## config.mk

```make
export PLATFORM = sky130hd
export DESIGN_NAME = sequentializer_ctrl
export DESIGN_NICKNAME = d
export VERILOG_FILES = /design/src/rtl/seq_ctrl_pkg.sv /design/src/rtl/seq_watchdog.sv /design/src/rtl/sequentializer_ctrl.sv
export SDC_FILE = /design/constraint.sdc
export NUM_CORES = 1
export LEC_CHECK = 0
export ABC_AREA = 1
export CAP_MARGIN = 20
export CORE_MARGIN = 4
export CORE_UTILIZATION = 56
export DETAILED_ROUTE_END_ITERATION = 6
export MAX_ROUTING_LAYER = met4
export PLACE_DENSITY = 0.89
export REMOVE_ABC_BUFFERS = 1
export SYNTH_ARGS = -nofsm -noshare
export SYNTH_HDL_FRONTEND = slang
export SYNTH_SLANG_ARGS = --single-unit
```

## constraint.sdc

```tcl
create_clock -name clk -period 2.5 [get_ports clk]
set_input_delay 0.375 -clock clk [delete_from_list [all_inputs] [get_ports clk]]
set_output_delay 0.375 -clock clk [all_outputs]
set_load 0.05 [all_outputs]
```

## src/rtl/seq_ctrl_pkg.sv

```systemverilog
// rtl/seq_ctrl_pkg.sv - shared types and helpers for the sequentializer frame scheduler
package seq_ctrl_pkg;

    typedef enum logic [2:0] {
        ST_IDLE,
        ST_WAIT_SOF,
        ST_START,
        ST_RUN,
        ST_RECOVER,
        ST_FINISH
    } seq_ctrl_state_t;

    typedef enum logic {
        REASON_CONTINUE = 1'b0,
        REASON_STOP     = 1'b1
    } recover_reason_t;

    function automatic int unsigned frame_pixels(input int unsigned rows, input int unsigned cols);
        return rows * cols;
    endfunction

endpackage

```

## src/rtl/seq_watchdog.sv

```systemverilog
// rtl/seq_watchdog.sv - stall counter; expires when the limit is reached, limit of zero disables it
module seq_watchdog #(
    parameter int W = 24
) (
    input  logic         clk_i,
    input  logic         srst_i,
    input  logic         clr_i,
    input  logic         en_i,
    input  logic [W-1:0] limit_i,
    output logic         expire_o
);

    logic [W-1:0] count_q;

    // Combinational so the owner can act in the same cycle the limit is reached.
    assign expire_o = en_i && (limit_i != '0) && (count_q == (limit_i - W'(1)));

    always_ff @(posedge clk_i) begin
        if (srst_i || clr_i) begin
            count_q <= '0;
        end else if (en_i && (count_q != '1)) begin
            count_q <= count_q + W'(1);
        end
    end

endmodule

```

## src/rtl/sequentializer_ctrl.sv

```systemverilog
// rtl/sequentializer_ctrl.sv - frame-level scheduler: arms per run, starts one sequentializer pass per sof,
// checks frame length, watchdogs stalls and recovers the sequentializer with seq_srst.
module sequentializer_ctrl
    import seq_ctrl_pkg::*;
#(
    parameter int IN_ROWS        = 20,
    parameter int IN_COLS        = 20,
    parameter int FRAME_CNT_W    = 16,
    parameter int TIMEOUT_W      = 24,
    parameter int RECOVER_CYCLES = 4
) (
    input  logic                   clk,
    input  logic                   srst,
    input  logic                   cfg_start,
    input  logic                   cfg_abort,
    input  logic [FRAME_CNT_W-1:0] cfg_num_frames,
    input  logic [TIMEOUT_W-1:0]   cfg_timeout,
    input  logic                   sof,
    output logic                   seq_ap_start,
    input  logic                   seq_ap_done,
    input  logic                   seq_px_hs,
    output logic                   seq_srst,
    output logic                   busy,
    output logic [FRAME_CNT_W-1:0] frames_done,
    output logic                   run_done,
    output logic                   err_timeout,
    output logic                   err_length,
    output logic                   err_sof_overrun
);

    localparam int unsigned FRAME_PIXELS = frame_pixels(IN_ROWS, IN_COLS);
    localparam int PIX_W = $clog2(FRAME_PIXELS + 1);
    localparam int REC_W = (RECOVER_CYCLES > 1) ? $clog2(RECOVER_CYCLES) : 1;
    localparam logic [PIX_W-1:0] PIX_FULL = PIX_W'(FRAME_PIXELS);
    localparam logic [REC_W-1:0] REC_LAST = REC_W'(RECOVER_CYCLES - 1);

    seq_ctrl_state_t        state_q, state_d;
    recover_reason_t        reason_q, reason_d;
    logic [PIX_W-1:0]       pix_q, pix_d;
    logic [REC_W-1:0]       rec_q, rec_d;
    logic [FRAME_CNT_W-1:0] frames_q, frames_d;
    logic                   err_to_q, err_to_d;
    logic                   err_len_q, err_len_d;
    logic                   err_ovr_q, err_ovr_d;
    logic                   ap_start_q, srst_out_q, busy_q, run_done_q;

    logic                   wd_clr, wd_en, wd_expire;
    logic [PIX_W-1:0]       pix_inc, pix_now;
    logic [FRAME_CNT_W-1:0] frames_inc;

    assign wd_clr = (state_q == ST_START) || ((state_q == ST_RUN) && seq_px_hs);
    assign wd_en  = (state_q == ST_RUN) && !seq_px_hs;

    seq_watchdog #(
        .W (TIMEOUT_W)
    ) u_watchdog (
        .clk_i    (clk),
        .srst_i   (srst),
        .clr_i    (wd_clr),
        .en_i     (wd_en),
        .limit_i  (cfg_timeout),
        .expire_o (wd_expire)
    );

    assign pix_inc    = (pix_q == PIX_FULL) ? pix_q : pix_q + PIX_W'(1);
    assign pix_now    = seq_px_hs ? pix_inc : pix_q;
    assign frames_inc = frames_q + FRAME_CNT_W'(1);

    always_comb begin
        state_d   = state_q;
        reason_d  = reason_q;
        pix_d     = pix_q;
        rec_d     = '0;
        frames_d  = frames_q;
        err_to_d  = err_to_q;
        err_len_d = err_len_q;
        err_ovr_d = err_ovr_q;

        case (state_q)
            ST_IDLE: begin
                if (cfg_start) begin
                    state_d   = ST_WAIT_SOF;
                    reason_d  = REASON_CONTINUE;
                    frames_d  = '0;
                    err_to_d  = 1'b0;
                    err_len_d = 1'b0;
                    err_ovr_d = 1'b0;
                end
            end
            ST_WAIT_SOF: begin
                if (cfg_abort) begin
                    state_d = ST_IDLE;
                end else if (sof) begin
                    state_d = ST_START;
                end
            end
            ST_START: begin
                pix_d   = '0;
                state_d = ST_RUN;
            end
            ST_RUN: begin
                pix_d = pix_now;
                // A handshake in the same cycle as ap_done belongs to the finishing frame.
                if (seq_ap_done) begin
                    frames_d = frames_inc;
                    if (pix_now != PIX_FULL) begin
                        err_len_d = 1'b1;
                    end
                    if (cfg_abort) begin
                        reason_d = REASON_STOP;
                        state_d  = ST_RECOVER;
                    end else if ((cfg_num_frames != '0) && (frames_inc == cfg_num_frames)) begin
                        state_d = ST_FINISH;
                    end else begin
                        state_d = ST_WAIT_SOF;
                    end
                end else if (cfg_abort) begin
                    reason_d = REASON_STOP;
                    state_d  = ST_RECOVER;
                end else if (wd_expire) begin
                    err_to_d = 1'b1;
                    reason_d = REASON_CONTINUE;
                    state_d  = ST_RECOVER;
                end
            end
            ST_RECOVER: begin
                rec_d = rec_q + REC_W'(1);
                if (cfg_abort) begin
                    reason_d = REASON_STOP;
                end
                if (rec_q == REC_LAST) begin
                    rec_d   = '0;
                    state_d = ((reason_q == REASON_STOP) || cfg_abort) ? ST_IDLE : ST_WAIT_SOF;
                end
            end
            ST_FINISH: begin
                state_d = ST_IDLE;
            end
            default: begin
                state_d = ST_IDLE;
            end
        endcase

        // A sof while a frame is in flight is dropped, only flagged.
        if (sof && ((state_q == ST_START) || (state_q == ST_RUN) || (state_q == ST_RECOVER))) begin
            err_ovr_d = 1'b1;
        end
    end

    always_ff @(posedge clk) begin
        if (srst) begin
            state_q    <= ST_IDLE;
            reason_q   <= REASON_CONTINUE;
            pix_q      <= '0;
            rec_q      <= '0;
            frames_q   <= '0;
            err_to_q   <= 1'b0;
            err_len_q  <= 1'b0;
            err_ovr_q  <= 1'b0;
            ap_start_q <= 1'b0;
            srst_out_q <= 1'b0;
            busy_q     <= 1'b0;
            run_done_q <= 1'b0;
        end else begin
            state_q    <= state_d;
            reason_q   <= reason_d;
            pix_q      <= pix_d;
            rec_q      <= rec_d;
            frames_q   <= frames_d;
            err_to_q   <= err_to_d;
            err_len_q  <= err_len_d;
            err_ovr_q  <= err_ovr_d;
            ap_start_q <= (state_d == ST_START);
            srst_out_q <= (state_d == ST_RECOVER);
            busy_q     <= (state_d != ST_IDLE);
            run_done_q <= (state_d == ST_FINISH);
        end
    end

    assign seq_ap_start    = ap_start_q;
    assign seq_srst        = srst_out_q;
    assign busy            = busy_q;
    assign run_done        = run_done_q;
    assign frames_done     = frames_q;
    assign err_timeout     = err_to_q;
    assign err_length      = err_len_q;
    assign err_sof_overrun = err_ovr_q;

endmodule
```

==> impl_metrics.toml <==
[routing]
viasPerCell = 5.33
first_iter_violations = 393
drt_first_pass_iters = 5
postRouteAntennaNets = 0
drc = 0
vias = 5469
wl_per_cell_um = 12.7
wirelength_mm = 13.1

[synth]
yosysMostFrequentCell = "nand2_1"
syn_inst = 819
ys_seq_area_frac = 0.257
synth_cell_types = 39
synth_warnings = 0
synth_edf_count = 0
ys_top_cells_by_count = "nand2_1 (253), nor2_1 (117), inv_1 (106), nand3_1 (64), dfxtp_1 (62)"
synthArstFlopShare = 0
ys_ff_latch = 62
synth_top_area_frac = 0.257
yosys_most_used_dff = "dfxtp_1"
yosysTopAreaCell = "dfxtp_1"
syn_area_sq_um = 4840
synth_area_per_cell_sq_um = 5.91
synthTopCellsByArea = "dfxtp_1 (26%), nand2_1 (20%), nor2_1 (9.1%)"

[timing]
max-slew-margin-rel = 0.653
min_period_ps = 2300
rsz0062_at_grt = "false"
skew_ps = 9.03
drv_slew = 0
hold_viol = 0
setup_tns_ps = 0
worst_slack_ps = 201
period_share = 0.920
final-setup-viol-count = 0
tightestPinTransition_ps = 520
fmax_mhz = 435

[clock_tree]
cts.htree.levels = 3
ctsRootBufferMaster = "clkbuf_8"
cts_tree = "yes"
cts_buffers = 9
postCtsHoldBufs = 0
clk_pin_slew_ps = 70
insertion_delay_ps = 340
clockBufferDepth = 2
clock-sinks = 62

[min_path]
min_from = "rec_q[0]"
min_path_type = "reg2reg"

[grt]
use_met1 = 0.337
grt-ovfl-total = 0
grt.busiest_layer = "met2"
grt_use_met3 = 0.0450
met2_usage = 0.441
grt_pass1_vias = 4983
track_usage = 0.267
grt_first_pass_wirelength_mm = 21.8
grt_max_degree = 28
antenna_found_initial = 0

[worst_setup_path]
max_stage_delay_ps = 510
end_kind = "register"
r2r-start = "frames_done[0]"
path_delay_family = "simple AND/OR/NAND/NOR gates"
crit_path_start = "cfg_timeout[11]"
worstPathMaxFanout = 6
startpoint_type = "primary input"
worst_ep_arrival_time_ps = 2520
cp_data_required_time_ps = 2730
crit_buf_inv = 1
path_cells = "clkdlybuf4s50_1 -> nor2_1 -> nand2_1 -> nor2_8 -> nand2_2 -> nand2_1 -> nand2_1 -> nor2_2 -> nand2_1 -> nor2_1 -> nand2_1 -> nor2_2 -> nand2_2 -> nand2_2 -> nand2_1 -> nand2_2 -> nand2_2 -> nand2_2 -> nand3_1"
cpMaxStageDelayCell = "clkdlybuf4s50_1"
worstSetupPathType = "in2reg"

[run]
maxCapViolCount = 0

[place]
dpl.hpwl_mm = 10.1
pre_cts_ws_ps = -280
io_buffers = 69
dp_cells = 1010
place.gp.congestion = 1.03

[layout]
syn2layout_area_growth_pct = 25.2
nets = 971
final_core_util = 0.730
fill_cells = 717
stdcell_count = 1026
drive_above_1_share = 0.101
n_antenna_cell = 0

[floorplan]
dieArea_sq_um = 10200
die_w_um = 101
rows = 33
core_area_sq_um = 8300
io-pin-count = 70
start_util = 0.583
die_y_um = 101

[pwr]
total_power_mw = 2.26
p_leak_nw = 2.63
power.density_nw_per_um2 = 373
irDropWorstVdd_v = 0.000349

[status]
status = "finished, final reports clean"
-- registers in the layout (all words and copies together) (netlist names), 2 cells and up --
| register | cells |
|---|---|
| u_watchdog.count_q | 24 |
| frames_done | 16 |
| pix_q | 9 |
| state_q | 3 |
| rec_q | 2 |
-- cell type report --
type / instances / area, sq um / area share
tap: 105 / 131 / 0.0217
timing repair buffer: 96 / 906 / 0.150
clock inverter: 3 / 43.8 / 0.00723
clock buffer: 12 / 155 / 0.0256
sequential: 62 / 1240 / 0.205
multi-input combinational: 638 / 3160 / 0.523
inverter: 110 / 413 / 0.0682
-- routing by layer --
metal,part of all wire,up-vias
met5,0,-
met1,0.44,2455
met4,0.018,0
li1,-,2792
met3,0.072,33
met2,0.47,189
-- cell families after synthesis --
| group | share of synthesized area |
|---|---|
| AND/OR/NAND/NOR | 0.492 |
| buffers and inverters | 0.0944 |
| AO/OA/AOI/OAI | 0.0781 |
| flip-flops | 0.257 |
| XOR/XNOR | 0.0608 |
| adder cells (fa/ha/maj) | 0.0181 |
-- final timing paths --
path         endpoint  slack, ps  cells after the start
max reg2reg      busy        210                     16
min          rec_q[0]        420                      1
min reg2reg  rec_q[0]        420                      1
max              busy        200                     19
-- report_power, final --
part,switching [mW],internal (mW)
combinational,0.208,0.161
sequential,0.00813,0.997
clock,0.376,0.510
total,0.592,1.67
-- per-stage QoR --
step	area (sq um)	hold slack, ps
global route	6050	432
finish	6050	425
global placement	5810	412
CTS	6010	426
floorplan	4790	398
detailed placement	5810	418
-- placed cells by master (no fill, tap or decap), types with 2 or more instances in the layout --
cell             netlist  layout
nor3b_1                4       4
dlymetal6s2s_1         0       5
a21oi_1               43      43
dfxtp_1               62      62
ha_1                   7       6
nor4_1                 4       4
or2_2                  5       5
nand4_1               21      21
nand3b_1               9       9
nor2_8                 2       2
clkbuf_8               0      11
xnor2_1               14      14
nor2_1               117     114
xor2_1                17      17
o22ai_1                3       3
nand3_1               64      64
inv_2                  3       4
clkdlybuf4s50_1        0      64
o21a_1                 2       2
o21ai_1                2       2
inv_1                106     105
o21ai_0               14      14
nand2_2               13      15
nor2_4                 4       6
nor2_2                12      13
o21bai_1               3       3
nand2_1              253     251
nor3_1                15      15
buf_4                  2      27
-- timing repair --
action,CTS,global route
setup endpoints to repair,0,8
buffers inserted,0,1
resized for setup,0,14
Power figures use the tool's default switching activity.
